### src/rtl/pipeline_hazard_ctrl_if.sv
// Bundle of pipeline hazard sources and the stall/flush controls returned to the pipeline.
// The controller takes the slave modport; the datapath (or bench) takes master.
interface pipeline_hazard_ctrl_if;
  logic [4:0] rs1Addr_id;
  logic [4:0] rs2Addr_id;
  logic       useRs1_id;
  logic       useRs2_id;
  logic [4:0] rdAddr_ex;
  logic       memRead_ex;
  logic       branchTaken_ex;
  logic       mcReq_ex;
  logic       mcDone;
  logic       mcStart;
  logic       pcWrite;
  logic       ifid_en;
  logic       ifid_flush;
  logic       idex_en;
  logic       idex_flush;
  logic       exmem_bubble;
  logic [1:0] state;
  logic       mcTimeout;

  modport master (
    output rs1Addr_id, rs2Addr_id, useRs1_id, useRs2_id, rdAddr_ex, memRead_ex,
           branchTaken_ex, mcReq_ex, mcDone,
    input  mcStart, pcWrite, ifid_en, ifid_flush, idex_en, idex_flush, exmem_bubble,
           state, mcTimeout
  );

  modport slave (
    input  rs1Addr_id, rs2Addr_id, useRs1_id, useRs2_id, rdAddr_ex, memRead_ex,
           branchTaken_ex, mcReq_ex, mcDone,
    output mcStart, pcWrite, ifid_en, ifid_flush, idex_en, idex_flush, exmem_bubble,
           state, mcTimeout
  );
endinterface

### src/rtl/pipeline_hazard_ctrl.sv
// Stall/flush sequencer for the 5-stage pipeline: load-use bubbles, taken-branch
// squashing and multi-cycle unit holds with a timeout into a sticky HALT.
module pipeline_hazard_ctrl #(
  parameter int FLUSH_CYCLES = 1,
  parameter int MC_TIMEOUT   = 64,
  parameter int CNT_W        = 7
) (
  input logic                  clk,
  input logic                  reset,
  pipeline_hazard_ctrl_if.slave hz
);

  localparam logic [1:0] ST_RUN     = 2'd0;
  localparam logic [1:0] ST_FLUSH   = 2'd1;
  localparam logic [1:0] ST_MC_WAIT = 2'd2;
  localparam logic [1:0] ST_HALT    = 2'd3;

  localparam logic [CNT_W-1:0] FLUSH_LOAD = CNT_W'(FLUSH_CYCLES - 1);
  localparam logic [CNT_W-1:0] MC_LAST    = CNT_W'(MC_TIMEOUT - 1);
  localparam logic [CNT_W-1:0] CNT_ONE    = CNT_W'(1);

  logic [1:0]       state_q, state_nxt;
  logic [CNT_W-1:0] cnt_q, cnt_nxt;
  logic             timeout_q, timeout_nxt;

  logic load_use;
  logic mc_start, pc_write, ifid_en, ifid_flush, idex_en, idex_flush, exmem_bubble;

  // Register x0 is hardwired to zero, so a load targeting it can never create a hazard.
  assign load_use = hz.memRead_ex && (hz.rdAddr_ex != 5'd0) &&
                    ((hz.useRs1_id && (hz.rs1Addr_id == hz.rdAddr_ex)) ||
                     (hz.useRs2_id && (hz.rs2Addr_id == hz.rdAddr_ex)));

  always_comb begin
    state_nxt    = state_q;
    cnt_nxt      = cnt_q;
    timeout_nxt  = timeout_q;
    mc_start     = 1'b0;
    pc_write     = 1'b1;
    ifid_en      = 1'b1;
    idex_en      = 1'b1;
    ifid_flush   = 1'b0;
    idex_flush   = 1'b0;
    exmem_bubble = 1'b0;

    case (state_q)
      ST_RUN: begin
        cnt_nxt = '0;
        if (hz.branchTaken_ex) begin
          ifid_flush = 1'b1;
          idex_flush = 1'b1;
          if (FLUSH_CYCLES > 1) begin
            state_nxt = ST_FLUSH;
            cnt_nxt   = FLUSH_LOAD;
          end
        end else if (hz.mcReq_ex) begin
          mc_start     = 1'b1;
          pc_write     = 1'b0;
          ifid_en      = 1'b0;
          idex_en      = 1'b0;
          exmem_bubble = 1'b1;
          state_nxt    = ST_MC_WAIT;
          cnt_nxt      = CNT_ONE;
        end else if (load_use) begin
          pc_write   = 1'b0;
          ifid_en    = 1'b0;
          idex_flush = 1'b1;
        end
      end

      ST_FLUSH: begin
        ifid_flush = 1'b1;
        idex_flush = 1'b1;
        if (cnt_q <= CNT_ONE) begin
          state_nxt = ST_RUN;
          cnt_nxt   = '0;
        end else begin
          cnt_nxt = cnt_q - CNT_ONE;
        end
      end

      // A done in the last allowed cycle still wins over the timeout.
      ST_MC_WAIT: begin
        if (hz.mcDone) begin
          state_nxt = ST_RUN;
          cnt_nxt   = '0;
        end else begin
          pc_write     = 1'b0;
          ifid_en      = 1'b0;
          idex_en      = 1'b0;
          exmem_bubble = 1'b1;
          if (cnt_q == MC_LAST) begin
            state_nxt   = ST_HALT;
            timeout_nxt = 1'b1;
          end else begin
            cnt_nxt = cnt_q + CNT_ONE;
          end
        end
      end

      default: begin
        pc_write     = 1'b0;
        ifid_en      = 1'b0;
        idex_en      = 1'b0;
        exmem_bubble = 1'b1;
      end
    endcase

    if (reset) begin
      mc_start     = 1'b0;
      pc_write     = 1'b0;
      ifid_en      = 1'b0;
      idex_en      = 1'b0;
      ifid_flush   = 1'b1;
      idex_flush   = 1'b1;
      exmem_bubble = 1'b1;
    end
  end

  always_ff @(posedge clk) begin
    if (reset) begin
      state_q   <= ST_RUN;
      cnt_q     <= '0;
      timeout_q <= 1'b0;
    end else begin
      state_q   <= state_nxt;
      cnt_q     <= cnt_nxt;
      timeout_q <= timeout_nxt;
    end
  end

  assign hz.mcStart      = mc_start;
  assign hz.pcWrite      = pc_write;
  assign hz.ifid_en      = ifid_en;
  assign hz.ifid_flush   = ifid_flush;
  assign hz.idex_en      = idex_en;
  assign hz.idex_flush   = idex_flush;
  assign hz.exmem_bubble = exmem_bubble;
  assign hz.state        = state_q;
  assign hz.mcTimeout    = timeout_q;

endmodule

### src/flat_wrapper.sv
// flat-port wrapper written by rule: the top's interface ports become plain ports
module pipeline_hazard_ctrl_flat 
#(
  parameter int FLUSH_CYCLES = 1,
  parameter int MC_TIMEOUT   = 64,
  parameter int CNT_W        = 7
)
  (clk, reset, hz_rs1Addr_id, hz_rs2Addr_id, hz_useRs1_id, hz_useRs2_id, hz_rdAddr_ex, hz_memRead_ex, hz_branchTaken_ex, hz_mcReq_ex, hz_mcDone, hz_mcStart, hz_pcWrite, hz_ifid_en, hz_ifid_flush, hz_idex_en, hz_idex_flush, hz_exmem_bubble, hz_state, hz_mcTimeout);
  pipeline_hazard_ctrl_if hz_i ();
  input logic clk;
  input logic reset;
  input wire logic [$bits(hz_i.rs1Addr_id)-1:0] hz_rs1Addr_id;
  input wire logic [$bits(hz_i.rs2Addr_id)-1:0] hz_rs2Addr_id;
  input wire logic [$bits(hz_i.useRs1_id)-1:0] hz_useRs1_id;
  input wire logic [$bits(hz_i.useRs2_id)-1:0] hz_useRs2_id;
  input wire logic [$bits(hz_i.rdAddr_ex)-1:0] hz_rdAddr_ex;
  input wire logic [$bits(hz_i.memRead_ex)-1:0] hz_memRead_ex;
  input wire logic [$bits(hz_i.branchTaken_ex)-1:0] hz_branchTaken_ex;
  input wire logic [$bits(hz_i.mcReq_ex)-1:0] hz_mcReq_ex;
  input wire logic [$bits(hz_i.mcDone)-1:0] hz_mcDone;
  output wire logic [$bits(hz_i.mcStart)-1:0] hz_mcStart;
  output wire logic [$bits(hz_i.pcWrite)-1:0] hz_pcWrite;
  output wire logic [$bits(hz_i.ifid_en)-1:0] hz_ifid_en;
  output wire logic [$bits(hz_i.ifid_flush)-1:0] hz_ifid_flush;
  output wire logic [$bits(hz_i.idex_en)-1:0] hz_idex_en;
  output wire logic [$bits(hz_i.idex_flush)-1:0] hz_idex_flush;
  output wire logic [$bits(hz_i.exmem_bubble)-1:0] hz_exmem_bubble;
  output wire logic [$bits(hz_i.state)-1:0] hz_state;
  output wire logic [$bits(hz_i.mcTimeout)-1:0] hz_mcTimeout;
  assign hz_i.rs1Addr_id = hz_rs1Addr_id;
  assign hz_i.rs2Addr_id = hz_rs2Addr_id;
  assign hz_i.useRs1_id = hz_useRs1_id;
  assign hz_i.useRs2_id = hz_useRs2_id;
  assign hz_i.rdAddr_ex = hz_rdAddr_ex;
  assign hz_i.memRead_ex = hz_memRead_ex;
  assign hz_i.branchTaken_ex = hz_branchTaken_ex;
  assign hz_i.mcReq_ex = hz_mcReq_ex;
  assign hz_i.mcDone = hz_mcDone;
  assign hz_mcStart = hz_i.mcStart;
  assign hz_pcWrite = hz_i.pcWrite;
  assign hz_ifid_en = hz_i.ifid_en;
  assign hz_ifid_flush = hz_i.ifid_flush;
  assign hz_idex_en = hz_i.idex_en;
  assign hz_idex_flush = hz_i.idex_flush;
  assign hz_exmem_bubble = hz_i.exmem_bubble;
  assign hz_state = hz_i.state;
  assign hz_mcTimeout = hz_i.mcTimeout;
  pipeline_hazard_ctrl #(.FLUSH_CYCLES(FLUSH_CYCLES), .MC_TIMEOUT(MC_TIMEOUT), .CNT_W(CNT_W)) u_core (.clk(clk), .reset(reset), .hz(hz_i));
endmodule
### config.mk
export PLATFORM = sky130hd
export DESIGN_NAME = pipeline_hazard_ctrl_flat
export DESIGN_NICKNAME = d
export VERILOG_FILES = /design/src/rtl/pipeline_hazard_ctrl_if.sv /design/src/rtl/pipeline_hazard_ctrl.sv /design/src/flat_wrapper.sv
export SDC_FILE = /design/constraint.sdc
export NUM_CORES = 1
export LEC_CHECK = 0
export CAP_MARGIN = 15
export CORE_MARGIN = 2
export CORE_UTILIZATION = 48
export CTS_BUF_LIST = sky130_fd_sc_hd__clkbuf_8
export DETAILED_ROUTE_END_ITERATION = 10
export PLACE_DENSITY = 0.82
export SLEW_MARGIN = 15
export SYNTH_ARGS = -nofsm -noshare
export SYNTH_HDL_FRONTEND = slang
export SYNTH_SLANG_ARGS = --single-unit
### constraint.sdc
create_clock -name clk -period 2.1 [get_ports clk]
set_input_delay 0.525 -clock clk [delete_from_list [all_inputs] [get_ports clk]]
set_output_delay 0.525 -clock clk [all_outputs]
set_load 0.03 [all_outputs]
==> results of run 1 <==
-- critical path, cell delays in order --
cell	delay [ps]
buf_6	100
or4_4	530
o21ai_2	140
nand2b_4	140
o21a_4	130
buf_6	120
-- area by class of cell --
cell class / instances / share of cell area (%)
multi-input combinational: 104 / 55.2
clock buffer: 4 / 3.34
inverter: 8 / 1.82
timing repair buffer: 48 / 25.0
tap: 27 / 2.05
sequential: 10 / 12.6
-- stage by stage --
stage	hold slack (ps)	power (mW)
floorplan	523	0.349
global placement	456	0.454
detailed placement	464	0.459
CTS	480	0.724
global route	520	0.778
finish	480	0.753
-- layer usage --
layer / GRT usage, % / up-vias / part of all wire [%]
li1: - / 577 / -
met5: 0 / - / 0
met2: 50.0 / 43 / 52
met1: 34.3 / 565 / 41
met4: 8.56 / 0 / 1.1
met3: 4.76 / 4 / 5.7
-- timing repair --
| action | in CTS | in global routing |
|---|---|---|
| resized for setup | 63 | 16 |
| endpoints found under the setup margin | 6 | 9 |
| setup buffers | 2 | 1 |
| pin swaps | 15 | 6 |
| gates cloned | 0 | 0 |
-- Yosys cell counts (3+ instances only) --
master	n
ha_1	7
nand2_1	5
o21ai_0	6
o32ai_1	4
a21oi_1	5
xnor2_1	4
inv_1	8
xor2_1	10
nand3_1	6
dfxtp_1	10
nand2b_1	4
nor4_1	4
nor2_1	8
a22o_1	5
nor3_1	3
-- logic make-up (layout without fill, tap and decap cells) --
family | after synthesis | in the layout | synth area share (%)
AND/OR/NAND/NOR | 44 | 44 | 23.5
adder cells (fa/ha/maj) | 7 | 7 | 8.38
buffers and inverters | 15 | 60 | 6.71
XOR/XNOR | 14 | 14 | 11.7
AO/OA/AOI/OAI | 39 | 39 | 30.5
flip-flops | 10 | 10 | 19.2
-- sequential cells by signal (all words and copies together), names as in the netlist --
name                 cells
u_core.hz.mcTimeout      1
u_core.cnt_q             7
u_core.hz.state          2
-- power groups by stage --
stage / clock [mW] / combinational, mW / sequential (mW)
floorplan: 0 / 0.137 / 0.211
global placement: 0 / 0.249 / 0.206
detailed placement: 0 / 0.254 / 0.205
CTS: 0.252 / 0.270 / 0.202
global route: 0.261 / 0.314 / 0.203
finish: 0.255 / 0.296 / 0.202
-- path summary, 6_finish.rpt --
kind | start | to | slack (ps) | cells past startpoint
max reg2reg | u_core.cnt_q[3]$_SDFFE_PP0P_ | u_core.cnt_q[3]$_SDFFE_PP0P_ | 190 | 4
min | u_core.hz.mcTimeout$_SDFFE_PP0P_ | u_core.hz.mcTimeout$_SDFFE_PP0P_ | 480 | 2
min reg2reg | u_core.hz.mcTimeout$_SDFFE_PP0P_ | u_core.hz.mcTimeout$_SDFFE_PP0P_ | 480 | 2
max | hz_rdAddr_ex[3] | hz_pcWrite | -120 | 6
==> flow_metrics.env, run 1 <==
export IMPL_min_path_type="flip-flop to flip-flop"
export IMPL_ys_ff_latch=10
export IMPL_clock_sinks=10
export IMPL_worst_pin_slew_ps=464
export IMPL_grt_pass1_wl_mm=5.42
export IMPL_worstPathArrival_ps=1690
export IMPL_utilization_pct=82.3
export IMPL_cts_made_buffers=3
export IMPL_cts_max_level=1
export IMPL_regArea_um2=208
export IMPL_pre_cts_ws_ps=-576
export IMPL_period_needed_ps=2220
export IMPL_async_reset_ff_share_pct=0
export IMPL_internal_power_mw=0.505
export IMPL_yosys_warnings=0
export IMPL_layout_setup_ws_ps=-117
export IMPL_vias_per_cell=5.92
export IMPL_dp_cells=194
export IMPL_slew_viol_final=0
export IMPL_num_vias=1189
export IMPL_power_frac_seq_pct=26.8
export IMPL_track_usage_pct=28.1
export IMPL_fin_setup_tns_ps=-350
export IMPL_cp_data_required_time_ps=1570
export IMPL_coreArea_um2=2000
export IMPL_die_area_um2=2570
export IMPL_antenna_found_initial=0
export IMPL_row_count=16
export IMPL_hpwl_mm=2.32
export IMPL_cts_buffer_depth=2
export IMPL_finalHoldViolations=0
export IMPL_dpl_cell_area_um2=1480
export IMPL_grt_setup_unrepaired="yes"
export IMPL_clk_insertion_delay_late_ps=250
export IMPL_grt_pass1_vias=1164
export IMPL_crit_type="primary input to output port"
export IMPL_diodes=0
export IMPL_yosysTopAreaCell="dfxtp_1"
export IMPL_grt_max_degree=12
export IMPL_die_h_um=50.7
export IMPL_final_common_cell="buf_4"
export IMPL_first_pass_iters=4
export IMPL_synth_distinct_cells=47
export IMPL_p_comb_share_pct=39.3
export IMPL_cts_tree="built"
export IMPL_io_pins=33
export IMPL_crit_fanout=3
export IMPL_fmax_ghz=0.451
export IMPL_relSlewSlack_pct=69.0
export IMPL_power_density_nw_per_um2=457
export IMPL_hold_buffers=0
export IMPL_final_cell_mix="20 x buf_4, 9 x clkdlybuf4s50_1, 8 x xor2_1, 8 x dfxtp_1"
export IMPL_grt_overflow_total=0
export IMPL_final_nets=205
export IMPL_ir_worst_vdd_v=0.000375
export IMPL_cts_root_buf="clkbuf_8"
export IMPL_ys_flop_type="dfxtp_1"
export IMPL_fin_area_um2=1650
export IMPL_synth_seq_area_share_pct=19.2
export IMPL_synth_cells=129
export IMPL_ant_nets=0
export IMPL_p_sw_mw=0.248
export IMPL_finalCritPeriodShare_pct=106
export IMPL_endpoint_kind="output port"
export IMPL_gp_congestion=0.919
export IMPL_port_buffers=32
export IMPL_die_width_um=50.7
export IMPL_routedWlPerCell_um=16.1
export IMPL_syn_area_per_cell_um2=8.10
export IMPL_worstSetupStartpointType="primary input"
export IMPL_multi_input_area_um2=910
export IMPL_skew_ps=3.36
export IMPL_synthToLayoutAreaGrowth_pct=57.7
export IMPL_setup_violations=3
export IMPL_start_util_pct=52.2
export IMPL_clockPowerShare_pct=33.9
export IMPL_violations="setup timing"
export IMPL_clkTransAtPathRegs_ps=50
export IMPL_synth_edf_count=0
export IMPL_swShare_pct=32.9
export IMPL_final_cells=201
export IMPL_drv_cap=0
export IMPL_syn_cell_area_um2=1040
export IMPL_drtIter0Drc=35
export IMPL_drive_gt1_share_pct=38.5
export IMPL_p_leak_nw=0.633
export IMPL_drc=0
export IMPL_synth_area_leaders="dfxtp_1 19%, ha_1 8.4%, xor2_1 8.4%"
export IMPL_synth_top_area_share_pct=19.2
export IMPL_status="finished, violations left"
export IMPL_syn_num_nets=159
export IMPL_nFillCells=128
export IMPL_routed_wl_mm=3.25
Power figures use the tool's default switching activity.
==> run 2: changes to the inputs <==
--- a/config.mk
+++ b/config.mk
@@ -11,6 +11,7 @@
 export CTS_BUF_LIST = sky130_fd_sc_hd__clkbuf_8
 export DETAILED_ROUTE_END_ITERATION = 10
 export PLACE_DENSITY = 0.82
+export SKIP_LAST_GASP = 1
 export SLEW_MARGIN = 15
 export SYNTH_ARGS = -nofsm -noshare
 export SYNTH_HDL_FRONTEND = slang
==> run 2 against run 1 <==
Largest power group unchanged. Sequential power is essentially flat. Clock power about the same. First-iteration DRC count rose by 34%. Flip-flop and latch count unchanged. The run still ends with setup timing left.
==> flow_metrics.env, run 2 (synthesis results as in run 1) <==
export IMPL_status="finished, violations left"
export IMPL_violations="setup timing"
export IMPL_crit_chain="clkdlybuf4s50_1, xnor2_1, a32oi_2, o31ai_2, buf_4"
export IMPL_grt_pass1_wl_mm=5.42
export IMPL_crit_type="primary input to output port"
export IMPL_p_comb_share_pct=39.8
export IMPL_grt_overflow_total=0
export IMPL_pre_cts_ws_ps=-576
export IMPL_io_pins=33
export IMPL_grt_max_degree=12
export IMPL_hpwl_mm=2.32
export IMPL_routed_wl_mm=3.40
export IMPL_m1WireLength_mm=1.34
export IMPL_cp_data_required_time_ps=1570
export IMPL_row_count=16
export IMPL_setup_violations=3
export IMPL_layout_setup_ws_ps=-114
export IMPL_finalHoldViolations=0
export IMPL_clkTransAtPathRegs_ps=50
export IMPL_whs_path_depth=2
export IMPL_clk_insertion_delay_late_ps=240
export IMPL_utilization_pct=81.8
export IMPL_power_frac_seq_pct=26.7
export IMPL_largest_reg_flops=7
export IMPL_critical_path_buf_inv_count=2
export IMPL_synthToLayoutAreaGrowth_pct=56.6
export IMPL_drtIter0Drc=47
export IMPL_grt_setup_unrepaired="yes"
export IMPL_crit_fanout=2
export IMPL_worstSetupStartpointType="primary input"
export IMPL_diodes=0
export IMPL_final_common_cell="buf_4"
export IMPL_fin_area_um2=1640
export IMPL_multi_input_area_um2=907
export IMPL_r2r_cells=4
export IMPL_cts_root_buf="clkbuf_8"
export IMPL_ir_worst_vdd_v=0.000378
export IMPL_min_path_type="flip-flop to flip-flop"
export IMPL_drc=0
export IMPL_r2r_start="u_core.cnt_q[3]$_SDFFE_PP0P_"
export IMPL_nFillCells=129
export IMPL_route_met3_wl_um=194
export IMPL_clockPowerShare_pct=33.5
export IMPL_coreArea_um2=2000
export IMPL_regArea_um2=205
export IMPL_relSlewSlack_pct=67.0
export IMPL_first_pass_iters=4
export IMPL_worstSetupStartpoint="hz_rs2Addr_id[1]"
export IMPL_final_cell_mix="20 x buf_4, 9 x xor2_1, 8 x clkdlybuf4s50_1, 8 x dfxtp_1"
export IMPL_drive_gt1_share_pct=38.2
export IMPL_period_needed_ps=2210
export IMPL_cts_buffer_depth=2
export IMPL_die_width_um=50.7
export IMPL_drv_cap=0
export IMPL_holdWs_ps=477
export IMPL_critPathMaxStageDelay_ps=470
export IMPL_power_density_nw_per_um2=460
export IMPL_slowest_stage="clkdlybuf4s50_1"
export IMPL_endpoint_kind="output port"
export IMPL_largest_register="u_core.cnt_q"
export IMPL_gp_congestion=0.919
export IMPL_cts_made_buffers=3
export IMPL_antenna_found_initial=0
export IMPL_track_usage_pct=28.1
export IMPL_grt_pass1_vias=1164
export IMPL_final_nets=204
export IMPL_clock_sinks=10
export IMPL_skew_ps=0.616
export IMPL_finalCritPeriodShare_pct=105
export IMPL_die_h_um=50.7
export IMPL_path_delay_family="buffers and inverters"
export IMPL_min_from="u_core.hz.mcTimeout$_SDFFE_PP0P_"
export IMPL_internal_power_mw=0.504
export IMPL_p_sw_mw=0.248
export IMPL_cts_tree="built"
export IMPL_worstPathArrival_ps=1690
export IMPL_slew_viol_final=0
export IMPL_p_leak_nw=0.638
export IMPL_port_buffers=32
export IMPL_cts_max_level=1
export IMPL_die_area_um2=2570
export IMPL_fmax_ghz=0.452
export IMPL_num_vias=1202
export IMPL_ant_nets=0
export IMPL_met2_length_mm=1.76
export IMPL_highest_layer="met4"
export IMPL_start_util_pct=52.2
export IMPL_dpl_cell_area_um2=1480
export IMPL_routedWlPerCell_um=17.0
export IMPL_swShare_pct=33.0
export IMPL_worst_pin_slew_ps=494
export IMPL_vias_per_cell=6.01
export IMPL_crit_cells=5
==> run 2: through the flow <==
step	power (mW)	instances	setup TNS, ps
after global placement	0.454	194	-2120
after global routing	0.776	200	-524
after CTS	0.723	200	-483
final	0.753	200	-336
after detailed placement	0.459	194	-2370
after floorplan	0.349	129	-149
==> run 2: final timing paths <==
check,endpoint,slack (ps)
setup / recovery,hz_idex_flush,-110
hold / removal,u_core.hz.mcTimeout$_SDFFE_PP0P_,480
setup reg to reg,u_core.hz.state[1]$_SDFFE_PP0P_,180
hold reg to reg,u_core.hz.mcTimeout$_SDFFE_PP0P_,480
==> run 2: routing by layer <==
metal  global-route usage, %  up-vias
met4                    8.56        0
met2                    50.0       52
met5                       0        -
met3                    4.76       12
met1                    34.3      559
li1                        -      579
==> run 2: timing repair <==
action,in CTS,in global routing
pin swaps,15,4
setup buffers,2,0
gates resized for setup,62,16
endpoints found under the setup margin,6,9
hold buffers,0,0
==> run 2: final cells by class <==
cell class,instances,share of cell area [%]
multi-input cells,104,55.4
repair buffers,47,24.8
flip-flops and latches,10,12.5
clock buffers,4,3.36
well taps,27,2.06
inverters,8,1.83
==> run 2: power groups by stage <==
stage	clock, mW	sequential (mW)	combinational [mW]
after floorplan	0	0.211	0.137
after global placement	0	0.206	0.249
after detailed placement	0	0.205	0.254
after CTS	0.252	0.202	0.269
after global routing	0.261	0.202	0.314
final	0.252	0.201	0.299
==> run 2: worst reg2reg max path: cells and delay by family (launching register included) <==
family	cells	cell delay [ps]
compound gates	3	850
simple gates	1	590
flops	1	390
==> run 3: changes to the inputs <==
--- a/config.mk
+++ b/config.mk
@@ -12,7 +12,6 @@
 export DETAILED_ROUTE_END_ITERATION = 10
 export PLACE_DENSITY = 0.82
 export SKIP_LAST_GASP = 1
-export SLEW_MARGIN = 15
 export SYNTH_ARGS = -nofsm -noshare
 export SYNTH_HDL_FRONTEND = slang
 export SYNTH_SLANG_ARGS = --single-unit
==> results of run 3 <==
Final layout, timing and power as in run 2 (identical DEF).
